### src/rtl/avg_frame_stats.sv
// avg_frame_stats
//   Frame statistics for the averaged sample stream. The block collects
//   FRAME_LEN samples and computes their min, max and sum. It then derives
//   the rounded mean with a serial restoring divider, one quotient bit per
//   cycle. One summary record per frame is offered on a valid/ready
//   handshake.
//
// Ports
//   clk, reset           : rising-edge clock, synchronous active-high reset
//   in_valid, in_data    : averaged sample strobe and value
//   stat_valid/ready     : summary record handshake
//   stat_min/max/sum/mean: record contents (mean = round-half-up sum/FRAME_LEN)
//   stat_delta           : max |x[n]-x[n-1]| in frame (only with AVG_STATS_DELTA_EN)
//   drop_flag            : sticky, a sample arrived outside COLLECT
//   busy                 : registered, high in DIVIDE or REPORT
//
// Optional feature macro: AVG_STATS_DELTA_EN
module avg_frame_stats #(
  parameter int FRAME_LEN = 120,
  parameter int CNT_W     = 7,
  parameter int SUM_W     = 15
) (
  input  logic             clk,
  input  logic             reset,
  input  logic             in_valid,
  input  logic [7:0]       in_data,
  output logic             stat_valid,
  input  logic             stat_ready,
  output logic [7:0]       stat_min,
  output logic [7:0]       stat_max,
  output logic [SUM_W-1:0] stat_sum,
  output logic [7:0]       stat_mean,
`ifdef AVG_STATS_DELTA_EN
  output logic [7:0]       stat_delta,
`endif
  output logic             drop_flag,
  output logic             busy
);

  localparam int DC_W = $clog2(SUM_W + 1);
  localparam logic [CNT_W-1:0] LAST_C  = CNT_W'(FRAME_LEN - 1);
  localparam logic [SUM_W-1:0] HALF_C  = SUM_W'(FRAME_LEN / 2);
  localparam logic [CNT_W:0]   DIV_C   = (CNT_W + 1)'(FRAME_LEN);
  localparam logic [DC_W-1:0]  DC_LAST = DC_W'(SUM_W);

  typedef enum logic [1:0] {COLLECT = 2'd0, DIVIDE = 2'd1, REPORT = 2'd2} state_t;

  state_t           state_q, state_d;
  logic [CNT_W-1:0] cnt_q, cnt_d;
  logic [SUM_W-1:0] sum_q, sum_d, wsum_q, wsum_d, dvd_q, dvd_d;
  logic [7:0]       min_q, min_d, max_q, max_d, wmin_q, wmin_d, wmax_q, wmax_d;
  logic [CNT_W-1:0] rem_q, rem_d;
  logic [DC_W-1:0]  dcnt_q, dcnt_d;
  logic             stat_valid_q, stat_valid_d, drop_q, drop_d, busy_q, busy_d;
  logic [7:0]       stat_min_q, stat_min_d, stat_max_q, stat_max_d, stat_mean_q, stat_mean_d;
  logic [SUM_W-1:0] stat_sum_q, stat_sum_d;

  logic [SUM_W-1:0] acc_sum_s;
  logic [7:0]       acc_min_s, acc_max_s;
  logic [CNT_W:0]   rem_sh_s;
  logic             q_bit_s;

`ifdef AVG_STATS_DELTA_EN
  logic [7:0] prev_q, prev_d, dmax_q, dmax_d, wdelta_q, wdelta_d, stat_delta_q, stat_delta_d;
  logic [7:0] diff_s, acc_delta_s;
`endif

  // Running statistics including the sample currently on in_data.
  always_comb begin
    acc_sum_s = sum_q + SUM_W'(in_data);
    acc_min_s = (in_data < min_q) ? in_data : min_q;
    acc_max_s = (in_data > max_q) ? in_data : max_q;
`ifdef AVG_STATS_DELTA_EN
    diff_s = (in_data >= prev_q) ? (in_data - prev_q) : (prev_q - in_data);
    // The first sample of a frame has no predecessor, so it contributes no delta.
    acc_delta_s = ((cnt_q != {CNT_W{1'b0}}) && (diff_s > dmax_q)) ? diff_s : dmax_q;
`endif
    // Restoring step: shift the next dividend bit into the partial remainder.
    // The quotient bits shift into the low end of the dividend register.
    rem_sh_s = {rem_q, dvd_q[SUM_W-1]};
    q_bit_s  = (rem_sh_s >= DIV_C);
  end

  // Next-state and datapath update for COLLECT / DIVIDE / REPORT.
  always_comb begin
    state_d      = state_q;
    cnt_d        = cnt_q;
    sum_d        = sum_q;
    min_d        = min_q;
    max_d        = max_q;
    wsum_d       = wsum_q;
    wmin_d       = wmin_q;
    wmax_d       = wmax_q;
    dvd_d        = dvd_q;
    rem_d        = rem_q;
    dcnt_d       = dcnt_q;
    stat_valid_d = stat_valid_q;
    stat_min_d   = stat_min_q;
    stat_max_d   = stat_max_q;
    stat_sum_d   = stat_sum_q;
    stat_mean_d  = stat_mean_q;
`ifdef AVG_STATS_DELTA_EN
    prev_d       = prev_q;
    dmax_d       = dmax_q;
    wdelta_d     = wdelta_q;
    stat_delta_d = stat_delta_q;
`endif
    // Any sample offered outside COLLECT is discarded but remembered.
    drop_d = drop_q | (in_valid & (state_q != COLLECT));

    case (state_q)
      COLLECT: begin
        if (in_valid) begin
          sum_d = acc_sum_s;
          min_d = acc_min_s;
          max_d = acc_max_s;
`ifdef AVG_STATS_DELTA_EN
          prev_d = in_data;
          dmax_d = acc_delta_s;
`endif
          if (cnt_q == LAST_C) begin
            wsum_d  = acc_sum_s;
            wmin_d  = acc_min_s;
            wmax_d  = acc_max_s;
`ifdef AVG_STATS_DELTA_EN
            wdelta_d = acc_delta_s;
`endif
            // Adding FRAME_LEN/2 makes the truncating divide round half up.
            dvd_d   = acc_sum_s + HALF_C;
            rem_d   = {CNT_W{1'b0}};
            dcnt_d  = {DC_W{1'b0}};
            cnt_d   = {CNT_W{1'b0}};
            state_d = DIVIDE;
          end else begin
            cnt_d = cnt_q + CNT_W'(1);
          end
        end else begin
          state_d = COLLECT;
        end
      end
      DIVIDE: begin
        // SUM_W shift/subtract steps, then one cycle to publish the record.
        if (dcnt_q == DC_LAST) begin
          stat_mean_d  = dvd_q[7:0];
          stat_min_d   = wmin_q;
          stat_max_d   = wmax_q;
          stat_sum_d   = wsum_q;
`ifdef AVG_STATS_DELTA_EN
          stat_delta_d = wdelta_q;
`endif
          stat_valid_d = 1'b1;
          state_d      = REPORT;
        end else begin
          rem_d  = q_bit_s ? CNT_W'(rem_sh_s - DIV_C) : CNT_W'(rem_sh_s);
          dvd_d  = {dvd_q[SUM_W-2:0], q_bit_s};
          dcnt_d = dcnt_q + DC_W'(1);
        end
      end
      REPORT: begin
        if (stat_ready) begin
          stat_valid_d = 1'b0;
          sum_d        = {SUM_W{1'b0}};
          min_d        = 8'hFF;
          max_d        = 8'h00;
`ifdef AVG_STATS_DELTA_EN
          prev_d       = 8'h00;
          dmax_d       = 8'h00;
`endif
          state_d      = COLLECT;
        end else begin
          state_d = REPORT;
        end
      end
      default: begin
        state_d = COLLECT;
      end
    endcase

    busy_d = (state_d != COLLECT);
  end

  // State and datapath registers; synchronous reset discards any partial frame.
  always_ff @(posedge clk) begin
    if (reset) begin
      state_q      <= COLLECT;
      cnt_q        <= {CNT_W{1'b0}};
      sum_q        <= {SUM_W{1'b0}};
      min_q        <= 8'hFF;
      max_q        <= 8'h00;
      wsum_q       <= {SUM_W{1'b0}};
      wmin_q       <= 8'h00;
      wmax_q       <= 8'h00;
      dvd_q        <= {SUM_W{1'b0}};
      rem_q        <= {CNT_W{1'b0}};
      dcnt_q       <= {DC_W{1'b0}};
      stat_valid_q <= 1'b0;
      stat_min_q   <= 8'h00;
      stat_max_q   <= 8'h00;
      stat_sum_q   <= {SUM_W{1'b0}};
      stat_mean_q  <= 8'h00;
      drop_q       <= 1'b0;
      busy_q       <= 1'b0;
`ifdef AVG_STATS_DELTA_EN
      prev_q       <= 8'h00;
      dmax_q       <= 8'h00;
      wdelta_q     <= 8'h00;
      stat_delta_q <= 8'h00;
`endif
    end else begin
      state_q      <= state_d;
      cnt_q        <= cnt_d;
      sum_q        <= sum_d;
      min_q        <= min_d;
      max_q        <= max_d;
      wsum_q       <= wsum_d;
      wmin_q       <= wmin_d;
      wmax_q       <= wmax_d;
      dvd_q        <= dvd_d;
      rem_q        <= rem_d;
      dcnt_q       <= dcnt_d;
      stat_valid_q <= stat_valid_d;
      stat_min_q   <= stat_min_d;
      stat_max_q   <= stat_max_d;
      stat_sum_q   <= stat_sum_d;
      stat_mean_q  <= stat_mean_d;
      drop_q       <= drop_d;
      busy_q       <= busy_d;
`ifdef AVG_STATS_DELTA_EN
      prev_q       <= prev_d;
      dmax_q       <= dmax_d;
      wdelta_q     <= wdelta_d;
      stat_delta_q <= stat_delta_d;
`endif
    end
  end

  assign stat_valid = stat_valid_q;
  assign stat_min   = stat_min_q;
  assign stat_max   = stat_max_q;
  assign stat_sum   = stat_sum_q;
  assign stat_mean  = stat_mean_q;
  assign drop_flag  = drop_q;
  assign busy       = busy_q;
`ifdef AVG_STATS_DELTA_EN
  assign stat_delta = stat_delta_q;
`endif

endmodule

### config.mk
export PLATFORM = sky130hd
export DESIGN_NAME = avg_frame_stats
export DESIGN_NICKNAME = d
export VERILOG_FILES = /design/src/rtl/avg_frame_stats.sv
export SDC_FILE = /design/constraint.sdc
export NUM_CORES = 1
export LEC_CHECK = 0
export CAP_MARGIN = 20
export CORE_MARGIN = 2
export CORE_UTILIZATION = 37
export CTS_CLUSTER_DIAMETER = 30
export DETAILED_ROUTE_END_ITERATION = 16
export PLACE_DENSITY = 0.51
export SYNTH_ARGS = -nofsm -noshare
export SYNTH_HDL_FRONTEND = slang
export SYNTH_SLANG_ARGS = --single-unit
export TNS_END_PERCENT = 50
### constraint.sdc
create_clock -name clk -period 7.1 [get_ports clk]
set_input_delay 2.13 -clock clk [delete_from_list [all_inputs] [get_ports clk]]
set_output_delay 2.13 -clock clk [all_outputs]
set_load 0.005 [all_outputs]
==> results of run 1 <==
## cells by family after synthesis
kind of cell	Yosys count	share of synthesized area
and+or+nand+nor	271	0.1913
buffers and inverters	67	0.04166
AOI/OAI and AO/OA	199	0.2049
adders and majority gates	28	0.05647
muxes	17	0.02685
DFF	139	0.4391
xor gates and xnor gates	27	0.03968
## metal layers
layer / vias to the layer above / wire length (um) / global-route usage
met4: 0 / 117 / 0.05731
li1: 2688 / - / -
met5: - / 0 / 0
met1: 2513 / 8635 / 0.2794
met2: 91 / 6780 / 0.2704
met3: 10 / 499 / 0.03003
## placed cells by master, fill, tap and decap left out, drive strengths merged, types with 3 or more instances in the layout
cell type      count
a211oi             3
a21o              12
a21oi             79
a221oi             4
a22o               5
a22oi             18
and2               4
and3               4
buf               10
bufinv             7
clkbuf            19
clkdlybuf4s50     52
dfxtp            139
ha                27
inv               24
mux2i             17
nand2            133
nand2b            15
nand3             21
nand4              3
nor2              59
nor2b              5
nor3               6
nor3b              4
o211ai             5
o21a               3
o21ai             34
o22a               8
o22ai              4
o32ai              8
or2                4
or3                4
xnor2             14
xor2              13
## registers in the layout, summed over array words and instances, names as in the netlist, 15 cells and up
signal and cells:
dvd_q 15, stat_sum 15, sum_q 15, wsum_q 15
## synthesized netlist by cell type (3+ instances only)
master    count
o21a_1        3
a21o_1       12
nand3_1      21
inv_1        23
mux2i_1      17
a21oi_1      79
or3_1         4
xor2_1       13
dfxtp_1     139
o21ai_0      29
nor3_1        6
nand2_1     133
nor3b_1       3
and2_1        4
o32ai_1       8
ha_1         27
clkbuf_1     38
buf_1         3
xnor2_1      12
a22oi_1      18
o22a_1        8
a221oi_1      4
or2_2         4
o22ai_1       4
and3_1        4
nor2b_1       5
o21ai_1       4
nor2_1       59
nand4_1       3
o211ai_1      4
nand2b_1     15
a22o_1        5
## power groups by stage
stage                     clock (W)  combinational [W]  sequential (W)
after floorplan                   0           0.000165        0.000817
after global placement            0           0.000220        0.000820
after detailed placement          0           0.000224        0.000820
after CTS                   0.00105           0.000225        0.000803
after global routing        0.00109           0.000250        0.000805
final                       0.00103           0.000226        0.000804
## stage by stage
step                      utilization  power (W)  worst slack (ns)  hold slack [ns]  instances
after global placement         0.4229   0.001041             1.717           0.4388        986
after CTS                      0.4640   0.002079             2.044           0.4531       1016
after detailed placement       0.4229   0.001044             1.626           0.4458        986
final                          0.4640   0.002057             2.033           0.4480       1016
after floorplan                     -  0.0009818             2.542           0.4249        748
after global routing           0.4640   0.002140             1.690           0.4654       1016
## layout make-up
type / instances / area share
clock buffer: 19 / 0.05737
clock inverter: 11 / 0.03111
inverter: 23 / 0.01118
multi-input combinational: 542 / 0.4272
sequential: 139 / 0.3604
tap: 220 / 0.03565
timing repair buffer: 62 / 0.07713
## path summary, 6_finish.rpt
kind / from / to / cells after the start
setup / recovery: in_data[0] / dvd_q[14]$_SDFFE_PP0P_ / 11
hold / removal: drop_flag$_SDFF_PP0_ / drop_flag$_SDFF_PP0_ / 2
setup reg to reg: sum_q[0]$_SDFFE_PP0P_ / dvd_q[14]$_SDFFE_PP0P_ / 10
hold reg to reg: drop_flag$_SDFF_PP0_ / drop_flag$_SDFF_PP0_ / 2
## worst max-delay path: cells and delay by family
family                   cells  cell delay [ns]
adder cells (fa/ha/maj)      2             0.66
buffers and inverters        2             0.65
AO/OA/AOI/OAI                4             1.12
AND/OR/NAND/NOR              3             0.80
==> key figures, run 1 <==
Synthesis
  • Synthesized cell area: around 6300 sq um
  • Yosys top cell by area: dfxtp_1
  • Most used flip-flop cell after synthesis: dfxtp_1
  • Post-synthesis sequential area ratio: 0.4391
  • Ys async rst share: 0
  • Largest cells by area after synthesis: dfxtp_1 44%, nand2_1 7.9%, a21oi_1 6.2%
  • Post-Syn Instances: roughly 750
  • FF+latch count, synth: around 140
  • Syn_nets: around 800
  • Yosys top cell area share: 0.4391
  • Post-synth EDFFs: 0
  • Yosys cell types: just over 60
  • Average size of a mapped cell: roughly 8.5 sq um
  • Warnings, synthesis: 0

Global route
  • Largest net degree at the start of global routing: between 70 and 80
  • Vias in the first global route: just over 5000
  • Tot GR Track Use: 0.1857
  • Initial antenna violation count: 0
  • Total gr overflow: 0
  • First-pass GRT wire length: 26.76 mm

CTS
  • Resized Gates After CTS: 0
  • Root buffer cell: clkbuf_16
  • # clock sinks: about 140
  • Worst-skew pair later-pin latency: a little over 0.4 ns
  • Htree depth: 4
  • CTS tree: done
  • Total CTS buffers: 17
  • Clock transition at path regs: 0.06 ns
  • Postcts setup bufs: 0
  • Hold buffers post-CTS: 0
  • CTS Buffer Depth: 2

Cells and area
  • Ratio of cells with drive above 1 in the final layout: 0.06910
  • Finished layout cell area: between 7000 and 8000 sq um
  • Area of the multi-input gates: 3298 sq um
  • Fillers: ~1600
  • Layout overhead on the synthesized area: 21.84%
  • Register Area: 2783 sq um
  • NumNets Final: 825
  • Number of diodes: 0

Timing
  • RSZ-0062 raised after global routing: no
  • Worst Tran Pin Value: between 0.9 and 1 ns
  • Relative slew margins: 0.3487
  • Fmax: between 150 and 200 MHz
  • Tmin final: 5.067 ns
  • Fin. max-slew vios: 0
  • Max Clock Skew: just under 0.009 ns
  • Final setup viols: 0
  • Tcrit/Tclk final: 0.7136
  • Total negative slack: 0 ns
  • Final hold violation count: 0

Floorplan
  • Die H: about 130 um
  • # IOs: 54
  • Die width: ~130 um
  • Core area: roughly 17000 sq um
  • FP Rows: 47
  • Die ar.: 18190 sq um
  • Starting Density: 0.3808

Pwr
  • Seq pwr share: 0.391
  • Psw: around 0.00047 W
  • Peak VDD IR: around 0.16 mV
  • Power share of the clock group: 0.500
  • Internal Dissipation: 0.001582 W
  • Static Leak: approximately 2.8 nW
  • Net Sw Frac: 0.2309
  • Pwr Density: roughly 270 nW/um^2
  • Comb power frac: 0.110

Critical path
  • WS Path Type: in2reg
  • Max stage delay on crit path: about 0.58 ns
  • Critical Path AT: about 5.4 ns
  • Startpoint Class: input port
  • Critical path capture point type: flip-flop
  • Slowest-stage cell, CP: clkdlybuf4s50_1
  • Worst path required time: ~7.4 ns
  • Worst path cell trace: clkdlybuf4s50_1 > ha_1 > inv_1 > fa_1 > nand2b_1 > a2111oi_0 > a311o_1 > nor3b_2 > and4_4 > a311oi_1 > a311o_1
  • Most used cell, CP: a311o_1
  • FF-to-FF setup slack: just over 4 ns
  • Max FO, Critical Path: 5

Placement
  • Area after DPL: between 7000 and 8000 sq um
  • DP HPWL: roughly 11 mm
  • GPL Wtd Cong: around 0.81
  • I/O Buffers: 53

Route
  • Vias: roughly 5300
  • Number of DRC violations after detailed-routing iteration 0: ~400
  • DRC: 0
  • Vias/cell: between 5 and 6
  • DRT Pass-1 Iters: 5
  • Routed Antenna Nets: 0
  • Wire length per cell: about 16 um
  • Final wirelength: ~16 mm

Run
  • Max-cap violations: 0

Outcome
  • Outcome: finished, final reports clean

Hold path
  • Hold WC Path Type: reg2reg
No activity file was read; power rests on OpenSTA's default activity.
==> run 2: changes to the inputs <==
PLACE_DENSITY = 0.53   (was 0.51)
clock period = 4.4 ns   (was 7.1 ns; I/O delays follow)
==> run 2 against run 1 <==
Against the previous run:
- clock-buffer cell count up 2
- combinational power up 85%
- first-iteration DRC count down 27%
- largest power group unchanged
- largest cell class unchanged
- total power up 59%
- register-to-register slack worse by 2.5 ns
- critical path depth unchanged
- clock power up 51%
- setup slack worse by 1.6 ns
- sequential cell count unchanged
- routed wire length up 2.8%
- sequential share of layout area down 0.86 points
==> key figures, run 2 (same netlist as run 1, synthesis figures left out) <==
Outcome
  • Outcome: finished, final reports clean

Cells and area
  • Commonest non-fill, non-tap cell in the layout: dfxtp_1
  • Layout overhead on the synthesized area: 24.80%
  • Ratio of cells with drive above 1 in the final layout: 0.1014 (+0.03235)
  • Commonest non-fill, non-tap cells in the layout: 139 x dfxtp_1, 133 x nand2_1, 79 x a21oi_1, 59 x nor2_1, 52 x clkdlybuf4s50_1
  • Core Util, Final: 0.4752 (+0.01128)
  • Cell Count, Final, Fillers Out: 1048 (+3.1%)
  • Number of diodes: 0 (unchanged)
  • NumNets Final: 856 (+3.8%)
  • Fillers: 1598 (-0.93%)
  • Area of the multi-input gates: 3296 sq um (about the same)
  • Register Area: 2783 sq um (unchanged)

Critical path
  • Crit path buffers/inverters: 2 (unchanged)
  • WS Path Type: in2reg
  • Critical Path AT: 4.22 ns (-1.14 ns)
  • Slowest-stage cell, CP: clkdlybuf4s50_1
  • Max stage delay on crit path: 0.49 ns (-0.09 ns)
  • Worst path required time: 4.70 ns (-2.70 ns)
  • Startpoint Class: input port
  • Most used cell, CP: a311o_1
  • Delay-heaviest family, CP: compound AO/OA/AOI/OAI gates
  • Max FO, Critical Path: 4 (-1)
  • Worst path cell trace: clkdlybuf4s50_1 > ha_1 > inv_1 > fa_1 > nand2b_1 > a2111oi_0 > a311o_1 > nor3b_2 > and4_4 > a311oi_1 > a311o_1
  • Critical path capture point type: flip-flop

Route
  • Final wirelength: 16.48 mm (+2.8%)
  • Vias/cell: 5.256 (+0.71%)
  • Number of DRC violations after detailed-routing iteration 0: 294 (-27%)
  • Routed Antenna Nets: 0 (unchanged)
  • DRC: 0 (unchanged)
  • Vias: 5508 (+3.9%)
  • Wire length per cell: 15.72 um (-0.36%)
  • DRT Pass-1 Iters: 5 (unchanged)

Floorplan
  • FP Rows: 47 (unchanged)
  • Core area: 16640 sq um (unchanged)
  • Starting Density: 0.3808 (unchanged)
  • Die ar.: 18190 sq um (unchanged)
  • # IOs: 54 (unchanged)
  • Die width: 134.9 um (unchanged)
  • Die H: 134.9 um (unchanged)

Timing
  • Fin. max-slew vios: 0 (unchanged)
  • Max Clock Skew: 0.01169 ns (+0.003030 ns)
  • Final setup viols: 0 (unchanged)
  • Tcrit/Tclk final: 0.8927
  • Fmax: around 250 MHz
  • Relative slew margins: 0.4866 (+0.1379)
  • Total negative slack: 0 ns (unchanged)
  • Final hold violation count: 0 (unchanged)
  • Worst Tran Pin Value: 0.7701 ns (-0.2068 ns)
  • Tmin final: a little under 4 ns
  • Fin worst setup slack: 0.4721 ns (-1.561 ns)
  • RSZ-0062 raised after global routing: no
  • Final Hold Slack: 0.4483 ns (+0.0002940 ns)

Pwr
  • Pwr Density: 414.5 nW/um^2 (+56%)
  • Static Leak: 2.961 nW (+4.3%)
  • Peak VDD IR: 0.2805 mV (+70%)

CTS
  • Total CTS buffers: 17 (unchanged)
  • Root buffer cell: clkbuf_16
  • CTS Buffer Depth: 2 (unchanged)
  • Worst-skew pair later-pin latency: 0.42 ns (about the same)
  • CTS tree: done
  • Resized Gates After CTS: 0 (unchanged)
  • Clock transition at path regs: 0.06 ns (about the same)
  • Hold buffers post-CTS: 0 (unchanged)
  • # clock sinks: 139 (unchanged)
  • Htree depth: 4 (unchanged)
  • Postcts setup bufs: 0 (unchanged)

Placement
  • GPL Wtd Cong: 0.8463 (+4.7%)
  • Cells after DPL: 1017 (+3.1%)
  • I/O Buffers: 53 (unchanged)
  • DP HPWL: 11.80 mm (+6.2%)
  • Place WS: 0.02756 ns (-1.599 ns)

Global route
  • First-pass GRT wire length: 27.08 mm (+1.2%)
  • Total gr overflow: 0 (unchanged)
  • Largest net degree at the start of global routing: 40 (-47%)
  • Tot GR Track Use: 0.1894 (+0.003706)
  • Vias in the first global route: 5159 (+2.1%)
  • Initial antenna violation count: 0 (unchanged)

Run
  • Max-cap violations: 0 (unchanged)

Hold path
  • Hold WC Path Type: reg2reg
[run 2: cell types whose count changed in the layout (fill, tap and decap cells not counted)]
cell        before  now
bufinv_16        7    5
clkbuf_1         1    3
nor2_1          58   59
nor2_2           1    0
clkinv_2         1    0
clkinvlp_4       1    3
buf_4           10   41
[run 2: power breakdown]
group          switching, W  internal [W]  total, W
logic              0.000237      0.000183  0.000419
registers         0.0000154       0.00128   0.00130
clock network      0.000542       0.00102   0.00156
total              0.000794       0.00248   0.00328
[run 2: cell type report]
| cell class | instances | share of cell area |
|---|---|---|
| Clock buffer | 21 | 0.05695 |
| Clock inverter | 10 | 0.02405 |
| Inverter | 23 | 0.01092 |
| Multi-Input combinational cell | 542 | 0.4167 |
| Sequential cell | 139 | 0.3518 |
| Tap cell | 220 | 0.03480 |
| Timing Repair Buffer | 93 | 0.1047 |
[run 2: per-layer routing]
layer,up-vias,GRT usage,share of wire
met1,2592,0.2762,0.51
li1,2752,-,-
met3,16,0.04054,0.048
met5,-,0,0
met4,0,0.05556,0.013
met2,148,0.2806,0.43
[run 2: per-stage QoR]
stage          instance area (sq um)  total power [W]
2_1_floorplan                   6337         0.001584
3_3_place_gp                    7268         0.001732
3_5_place_dp                    7268         0.001737
4_1_cts                         7909         0.003295
5_1_grt                         7909         0.003412
6_report                        7909         0.003278
[run 2: final timing paths]
check,from,to,slack [ns],cells past startpoint
worst max-delay path,in_data[0],dvd_q[14]$_SDFFE_PP0P_,0.47,11
worst min register to register,drop_flag$_SDFF_PP0_,drop_flag$_SDFF_PP0_,0.45,2
worst min-delay path,drop_flag$_SDFF_PP0_,drop_flag$_SDFF_PP0_,0.45,2
worst max register to register,sum_q[0]$_SDFFE_PP0P_,dvd_q[14]$_SDFFE_PP0P_,1.56,10
[run 2: tightest hold or removal path: stages (launching register included)]
cell	delay (ns)
dfxtp_1	0.31
inv_1	0.05
a21oi_1	0.05
